[src/rtl/bsg_axi_burst_responder.sv]
// AXI4 subordinate backing store: serializes full-width INCR read/write bursts into a register-array memory.
// Optional BSG_AXI_BURST_RESPONDER_STALL_EN adds LFSR-driven wready/rvalid back-pressure.
module bsg_axi_burst_responder #(
    parameter int axi_id_width_p   = 4,
    parameter int axi_addr_width_p = 16,
    parameter int axi_data_width_p = 32,
    parameter int mem_els_p        = 64
) (
    input  logic                          clk_i,
    input  logic                          reset_n_i,

    input  logic [axi_id_width_p-1:0]     axi_awid_i,
    input  logic [axi_addr_width_p-1:0]   axi_awaddr_i,
    input  logic [7:0]                    axi_awlen_i,
    input  logic                          axi_awvalid_i,
    output logic                          axi_awready_o,

    input  logic [axi_data_width_p-1:0]   axi_wdata_i,
    input  logic [axi_data_width_p/8-1:0] axi_wstrb_i,
    input  logic                          axi_wlast_i,
    input  logic                          axi_wvalid_i,
    output logic                          axi_wready_o,

    output logic [axi_id_width_p-1:0]     axi_bid_o,
    output logic [1:0]                    axi_bresp_o,
    output logic                          axi_bvalid_o,
    input  logic                          axi_bready_i,

    input  logic [axi_id_width_p-1:0]     axi_arid_i,
    input  logic [axi_addr_width_p-1:0]   axi_araddr_i,
    input  logic [7:0]                    axi_arlen_i,
    input  logic                          axi_arvalid_i,
    output logic                          axi_arready_o,

    output logic [axi_id_width_p-1:0]     axi_rid_o,
    output logic [axi_data_width_p-1:0]   axi_rdata_o,
    output logic [1:0]                    axi_rresp_o,
    output logic                          axi_rlast_o,
    output logic                          axi_rvalid_o,
    input  logic                          axi_rready_i
);

    localparam int strb_width_lp     = axi_data_width_p / 8;
    localparam int lg_strb_lp        = $clog2(strb_width_lp);
    localparam int idx_width_lp      = axi_addr_width_p - lg_strb_lp;
    localparam int mem_addr_width_lp = (mem_els_p > 1) ? $clog2(mem_els_p) : 1;
    localparam logic [1:0] resp_okay_lp   = 2'b00;
    localparam logic [1:0] resp_slverr_lp = 2'b10;

    typedef enum logic [1:0] {IDLE, RD_BURST, WR_DATA, WR_RESP} state_e;

    state_e                        state_q, state_d;
    logic [axi_id_width_p-1:0]     id_q, id_d;
    logic [idx_width_lp-1:0]       idx_q, idx_d;
    logic [7:0]                    cnt_q, cnt_d;
    logic [7:0]                    len_q, len_d;
    logic                          err_q, err_d;
    logic                          last_grant_q, last_grant_d;
    logic                          rvalid_q, rvalid_d;
    logic                          rlast_q, rlast_d;
    logic [1:0]                    rresp_q, rresp_d;
    logic [axi_data_width_p-1:0]   rdata_q, rdata_d;
    logic                          bvalid_q, bvalid_d;
    logic [1:0]                    bresp_q, bresp_d;

    logic [axi_data_width_p-1:0]   mem_q [mem_els_p];
    logic                          mem_we;
    logic                          aw_win, ar_win;
    logic                          rd_load;
    logic                          stall;

`ifdef BSG_AXI_BURST_RESPONDER_STALL_EN
    logic [7:0] lfsr_q, lfsr_d;

    always_comb begin
        lfsr_d = {lfsr_q[6:0], lfsr_q[7] ^ lfsr_q[5] ^ lfsr_q[4] ^ lfsr_q[3]};
    end

    always_ff @(posedge clk_i or negedge reset_n_i) begin
        if (!reset_n_i) lfsr_q <= 8'hA5;
        else            lfsr_q <= lfsr_d;
    end

    assign stall = lfsr_q[0];
`else
    assign stall = 1'b0;
`endif

    // A beat index at or beyond the array end is an error beat, never an alias.
    function automatic logic in_range(input logic [idx_width_lp-1:0] idx);
        return 64'(idx) < 64'(mem_els_p);
    endfunction

    // On a tie the channel not granted last time wins; last_grant_q=1 means AR.
    assign aw_win = axi_awvalid_i & (~axi_arvalid_i | last_grant_q);
    assign ar_win = axi_arvalid_i & ~aw_win;

    always_comb begin
        state_d       = state_q;
        id_d          = id_q;
        idx_d         = idx_q;
        cnt_d         = cnt_q;
        len_d         = len_q;
        err_d         = err_q;
        last_grant_d  = last_grant_q;
        rvalid_d      = rvalid_q;
        rlast_d       = rlast_q;
        rresp_d       = rresp_q;
        rdata_d       = rdata_q;
        bvalid_d      = bvalid_q;
        bresp_d       = bresp_q;
        axi_awready_o = 1'b0;
        axi_arready_o = 1'b0;
        axi_wready_o  = 1'b0;
        mem_we        = 1'b0;
        rd_load       = 1'b0;

        case (state_q)
            IDLE: begin
                axi_awready_o = aw_win;
                axi_arready_o = ar_win;
                if (aw_win) begin
                    id_d         = axi_awid_i;
                    idx_d        = idx_width_lp'(axi_awaddr_i >> lg_strb_lp);
                    len_d        = axi_awlen_i;
                    cnt_d        = 8'd0;
                    err_d        = 1'b0;
                    last_grant_d = 1'b0;
                    state_d      = WR_DATA;
                end else if (ar_win) begin
                    id_d         = axi_arid_i;
                    idx_d        = idx_width_lp'(axi_araddr_i >> lg_strb_lp);
                    len_d        = axi_arlen_i;
                    cnt_d        = 8'd0;
                    err_d        = 1'b0;
                    last_grant_d = 1'b1;
                    rd_load      = ~stall;
                    state_d      = RD_BURST;
                end
            end
            RD_BURST: begin
                if (rvalid_q && axi_rready_i) begin
                    rvalid_d = 1'b0;
                    if (rlast_q) begin
                        state_d = IDLE;
                    end else begin
                        idx_d   = idx_q + idx_width_lp'(1);
                        cnt_d   = cnt_q + 8'd1;
                        rd_load = ~stall;
                    end
                end else if (!rvalid_q) begin
                    rd_load = ~stall;
                end
            end
            WR_DATA: begin
                axi_wready_o = ~stall;
                if (axi_wvalid_i && !stall) begin
                    mem_we = in_range(idx_q);
                    if (!in_range(idx_q) || (axi_wlast_i != (cnt_q == len_q)))
                        err_d = 1'b1;
                    idx_d = idx_q + idx_width_lp'(1);
                    cnt_d = cnt_q + 8'd1;
                    // Length, not wlast, terminates the burst.
                    if (cnt_q == len_q) begin
                        bvalid_d = 1'b1;
                        bresp_d  = err_d ? resp_slverr_lp : resp_okay_lp;
                        state_d  = WR_RESP;
                    end
                end
            end
            WR_RESP: begin
                if (axi_bready_i) begin
                    bvalid_d = 1'b0;
                    state_d  = IDLE;
                end
            end
            default: state_d = IDLE;
        endcase

        // Read payload is registered from the beat index the burst is about to present.
        if (rd_load) begin
            rvalid_d = 1'b1;
            rlast_d  = (cnt_d == len_d);
            if (in_range(idx_d)) begin
                rdata_d = mem_q[idx_d[mem_addr_width_lp-1:0]];
                rresp_d = resp_okay_lp;
            end else begin
                rdata_d = '0;
                rresp_d = resp_slverr_lp;
            end
        end
    end

    always_ff @(posedge clk_i or negedge reset_n_i) begin
        if (!reset_n_i) begin
            state_q      <= IDLE;
            id_q         <= '0;
            idx_q        <= '0;
            cnt_q        <= '0;
            len_q        <= '0;
            err_q        <= 1'b0;
            last_grant_q <= 1'b1;
            rvalid_q     <= 1'b0;
            rlast_q      <= 1'b0;
            rresp_q      <= '0;
            rdata_q      <= '0;
            bvalid_q     <= 1'b0;
            bresp_q      <= '0;
        end else begin
            state_q      <= state_d;
            id_q         <= id_d;
            idx_q        <= idx_d;
            cnt_q        <= cnt_d;
            len_q        <= len_d;
            err_q        <= err_d;
            last_grant_q <= last_grant_d;
            rvalid_q     <= rvalid_d;
            rlast_q      <= rlast_d;
            rresp_q      <= rresp_d;
            rdata_q      <= rdata_d;
            bvalid_q     <= bvalid_d;
            bresp_q      <= bresp_d;
        end
    end

    // Memory contents are intentionally left unreset.
    always_ff @(posedge clk_i) begin
        if (mem_we) begin
            for (int b = 0; b < strb_width_lp; b++) begin
                if (axi_wstrb_i[b])
                    mem_q[idx_q[mem_addr_width_lp-1:0]][8*b +: 8] <= axi_wdata_i[8*b +: 8];
            end
        end
    end

    assign axi_bid_o    = id_q;
    assign axi_bresp_o  = bresp_q;
    assign axi_bvalid_o = bvalid_q;
    assign axi_rid_o    = id_q;
    assign axi_rdata_o  = rdata_q;
    assign axi_rresp_o  = rresp_q;
    assign axi_rlast_o  = rlast_q;
    assign axi_rvalid_o = rvalid_q;

endmodule
[config.mk]
export PLATFORM = sky130hd
export DESIGN_NAME = bsg_axi_burst_responder
export DESIGN_NICKNAME = d
export VERILOG_FILES = /design/src/rtl/bsg_axi_burst_responder.sv
export SDC_FILE = /design/constraint.sdc
export NUM_CORES = 2
export LEC_CHECK = 0
export ABC_AREA = 1
export ABC_CLOCK_PERIOD_IN_PS = 2200
export CAP_MARGIN = 15
export CORE_MARGIN = 4
export CORE_UTILIZATION = 25
export CTS_CLUSTER_DIAMETER = 30
export CTS_CLUSTER_SIZE = 20
export DETAILED_ROUTE_END_ITERATION = 12
export GPL_ROUTABILITY_DRIVEN = 0
export PLACE_DENSITY = 0.4
export SKIP_LAST_GASP = 1
export SYNTH_ARGS = -nofsm -noshare
export SYNTH_HDL_FRONTEND = slang
export SYNTH_SLANG_ARGS = --single-unit
[constraint.sdc]
create_clock -name clk_i -period 2.2 [get_ports clk_i]
set_input_delay 0.44 -clock clk_i [delete_from_list [all_inputs] [get_ports clk_i]]
set_output_delay 0.44 -clock clk_i [all_outputs]
set_load 0.01 [all_outputs]
==> summary.txt <==
Status
  – Status: finished, violations left
  – Failing checks: setup timing

Synthesis
  – Synth Area in Compound Gates: 0.506%
  – Cell count after synthesis: 7,551
  – Xor and xnor area share after synthesis: 0.0990%
  – Netlist Area Pre-Place: 88,500 um2
  – Synth area leaders: edfxtp_1 (70%), nand3_1 (17%), nand2_1 (5.4%)
  – Syn. warnings: 0
  – Flop and latch count out of synthesis: 2,123
  – Sequential cell area fraction in the yosys report: 71.6%
  – Post-synth EDFFs: 2,048
  – Main combinational cell family by area after synthesis: simple AND/OR/NAND/NOR gates
  – Cell type with the highest aggregate area in the netlist: edfxtp_1
  – Mapped Avg Cell Area: 11.7 um2
  – Post-synth ARST share: 3.53%
  – Post-synthesis simple-gate area fraction: 24.3%
  – Synth cell types: 45
  – Multiplexer share of the synthesized area: 0.0127%
  – Share of the synthesized area in the top cell type: 69.5%
  – Adder-Cell Fraction of Synth Area: 0.0283%
  – Synth Flop Type: edfxtp_1

Clock tree
  – CTS root buf: clkbuf_16
  – Num Clock Sinks: 2,123
  – CTS H-tree depth: 5
  – Clk slew on worst S/H paths: 50 ps
  – Worst-Skew Late Latency: 960 ps
  – Largest buffer count on any clock path: 4
  – Num CTS Buffers: 472
  – CTS tree: yes

Detailed routing
  – Routed WL: 361,000 um
  – Vias/cell: 4.88
  – Post-DRT Antenna Nets: 0
  – Routed len/inst: 25.8 um
  – First-pass DRT Iterations: 7
  – Drt initial violations: 6,232
  – DR DRC count: 0
  – Via count: 68,200

Floorplanning
  – Initial Utilization: 25.1%
  – Die W: 603 um
  – CORE AREA: 352,000 um2
  – Boundary Pins: 150
  – Die Y: 603 um
  – Die area: 363,000 um2
  – Site Rows: 218

Placed design
  – Post-DP HPWL: 217,000 um
  – I/O Buffers: 143
  – Placement Cell Area: 103,000 um2
  – DP Cell Count: 12,800

Global routing
  – All-Layer GR Usage: 18.8%
  – Vias in the first global route: 67,600
  – Initial antenna violation count: 15
  – First-pass GRT wire length: 502,000 um
  – GRT overflow: 0
  – Pin count of the biggest net entering global routing: 76

STA
  – Worst relative slew slack: 40.7%
  – Skew final: 61.7 ps
  – Fmax achieved: 346 MHz
  – Final Hold Vio Count: 0
  – Worst slew pin tran: 888 ps
  – Fin crit period: 2890 ps
  – PnR worst setup slack: -690 ps
  – Final setup fails: 2,131
  – RSZ-0062 raised after global routing: yes
  – Part of the cycle the worst path needs: 131%
  – Hold slack: 80.0 ps
  – Slew Limit Fails: 0

Hold path
  – Tightest Hold Check Type: in2reg
  – Worst Hold Depth: 2

Setup path
  – Max FO, Critical Path: 5
  – Required @ worst endpoint: 3010 ps
  – CP peak stage delay: 440 ps
  – WP buf/inv: 8
  – Startpoint types: flop
  – Crit. End Element: flop
  – R2R cell count: 20
  – CP max-delay cell: dfrtp_2
  – Crit path cell chain: buf_6 > nor2_4 > buf_6 > nand2_4 > inv_2 > nand2_1 > nand3_2 > nor2_4 > buf_12 > buf_12 > inv_8 > clkbuf_16 > buf_4 > nand3_1 > nand3_1 > nand3_2 > nand3_2 > nand3_4 > nand3_1 > nand2_1
  – Critical Path Stages: 20
  – Setup Crit Path Kind: reg2reg
  – CP top delay family: simple AND/OR/NAND/NOR gates
  – Critical Path AT: 3700 ps

Final layout
  – Share of cells above drive strength 1: 28.3%
  – Final instance area: 129,000 um2
  – Fill cell count: 34,300
  – Most frequent cells in the layout: nand3_1 (2,584), edfxtp_1 (2,048), nand2_1 (1,233)
  – NumNets Final: 8,922
  – Post-Layout Cell Count: 14,000
  – Area growth syn-to-layout: 45.6%
  – Commonest non-fill, non-tap cell in the layout: nand3_1

Flow run
  – Max Cap Violations: 0

Pwr
  – Pwr dens: 1650 nW/um2
  – Leak Pwr: 47.1 nW
  – VDD IR max: 999 uV
stage by stage:
stage	util, %	TNS [ps]	power, mW	setup WS (ps)
after floorplan	-	-2.66	82.7	-2.66
after global placement	29.3	-1042530	116	-1590
after detailed placement	29.3	-1086380	115	-1520
after CTS	35.8	-405530	206	-767
after global routing	36.5	-663120	221	-849
final	36.5	-474400	212	-690
worst reg2reg max path, delay by kind of cell, from the launching register on:
family,cells,cell delay (ps)
simple gates,12,1230
buf+inv,8,1100
flops,1,440
routing by layer:
layer | track usage, % | vias up | share of wire, % | wire length (um)
met3 | 2.59 | 587 | 5.5 | 19900
li1 | - | 30500 | - | -
met2 | 30.7 | 2427 | 47 | 171000
met5 | 0 | - | 0 | 0
met4 | 6.98 | 0 | 4.1 | 14700
met1 | 25.3 | 34700 | 43 | 155000
synthesized netlist by cell type, types with 2 or more instances:
cell and instances:
a21oi_1 18, a31oi_1 2, buf_1 43, buf_2 334
buf_4 18, clkbuf_1 205, dfrtp_1 74, edfxtp_1 2048
ha_1 2, inv_1 53, inv_2 8, nand2_1 1269
nand2_2 5, nand2_4 3, nand3_1 3063, nand3_2 2
nand4_1 5, nor2_1 299, nor2_2 3, nor2_4 5
nor3_1 14, nor4_1 4, o2111ai_1 2, o211ai_1 4
o21ai_0 31, o21ai_1 3, o22ai_1 6, o31ai_1 2
or2_2 2, xor2_1 9
layout make-up:
cell class / instances / area [um2] / area share [%]
inverters: 63 / 298 / 0.231
repair inverters: 1 / 11.3 / 0.00874
diodes: 4 / 10.0 / 0.00777
clock inverters: 357 / 4610 / 3.58
well taps: 4730 / 5920 / 4.59
flip-flops and latches: 2123 / 63400 / 49.2
multi-input cells: 4766 / 25200 / 19.6
repair buffers: 1393 / 17200 / 13.3
clock buffers: 537 / 12200 / 9.47
where the power goes:
part / switching (mW) / internal (mW)
clock: 23.5 / 50.0
sequential: 0.599 / 45.0
combinational: 54.9 / 38.0
registers in the layout, summed over array words and instances, names as in the netlist:
register      count
axi_bid_o         4
axi_rdata_o      32
idx_q            14
last_grant_q      1
state_q           2
axi_rlast_o       1
err_q             1
axi_rresp_o       1
mem_q          2048
axi_bresp_o       1
cnt_q             8
len_q             8
axi_bvalid_o      1
axi_rvalid_o      1
final timing paths:
check | from | endpoint | slack, ps
max | state_q[1] | axi_rdata_o[17] | -690
max in group asynchronous | reset_n_i | axi_rdata_o[20] | 1540
min reg2reg | axi_rdata_o[11] | axi_rdata_o[11] | 490
min in group asynchronous | reset_n_i | idx_q[7] | 130
max reg2reg | state_q[1] | axi_rdata_o[17] | -690
min | axi_wdata_i[8] | mem_q[22][8] | 80
repair_timing:
item	4_1_cts	5_1_grt
gates resized for setup	561	326
hold buffers	27	0
gates cloned	63	42
hold endpoints to repair	469	0
endpoints found under the setup margin	2134	2136
pin swaps	132	105
setup buffers	125	35
kinds of logic after synthesis:
logic type,Yosys count
AND/OR/NAND/NOR,4676
adder cells (fa/ha/maj),2
AO/OA/AOI/OAI,75
XOR/XNOR,10
buffers and inverters,663
flip-flops,2123
multiplexers,1
other,1
Power figures use the tool's default switching activity.
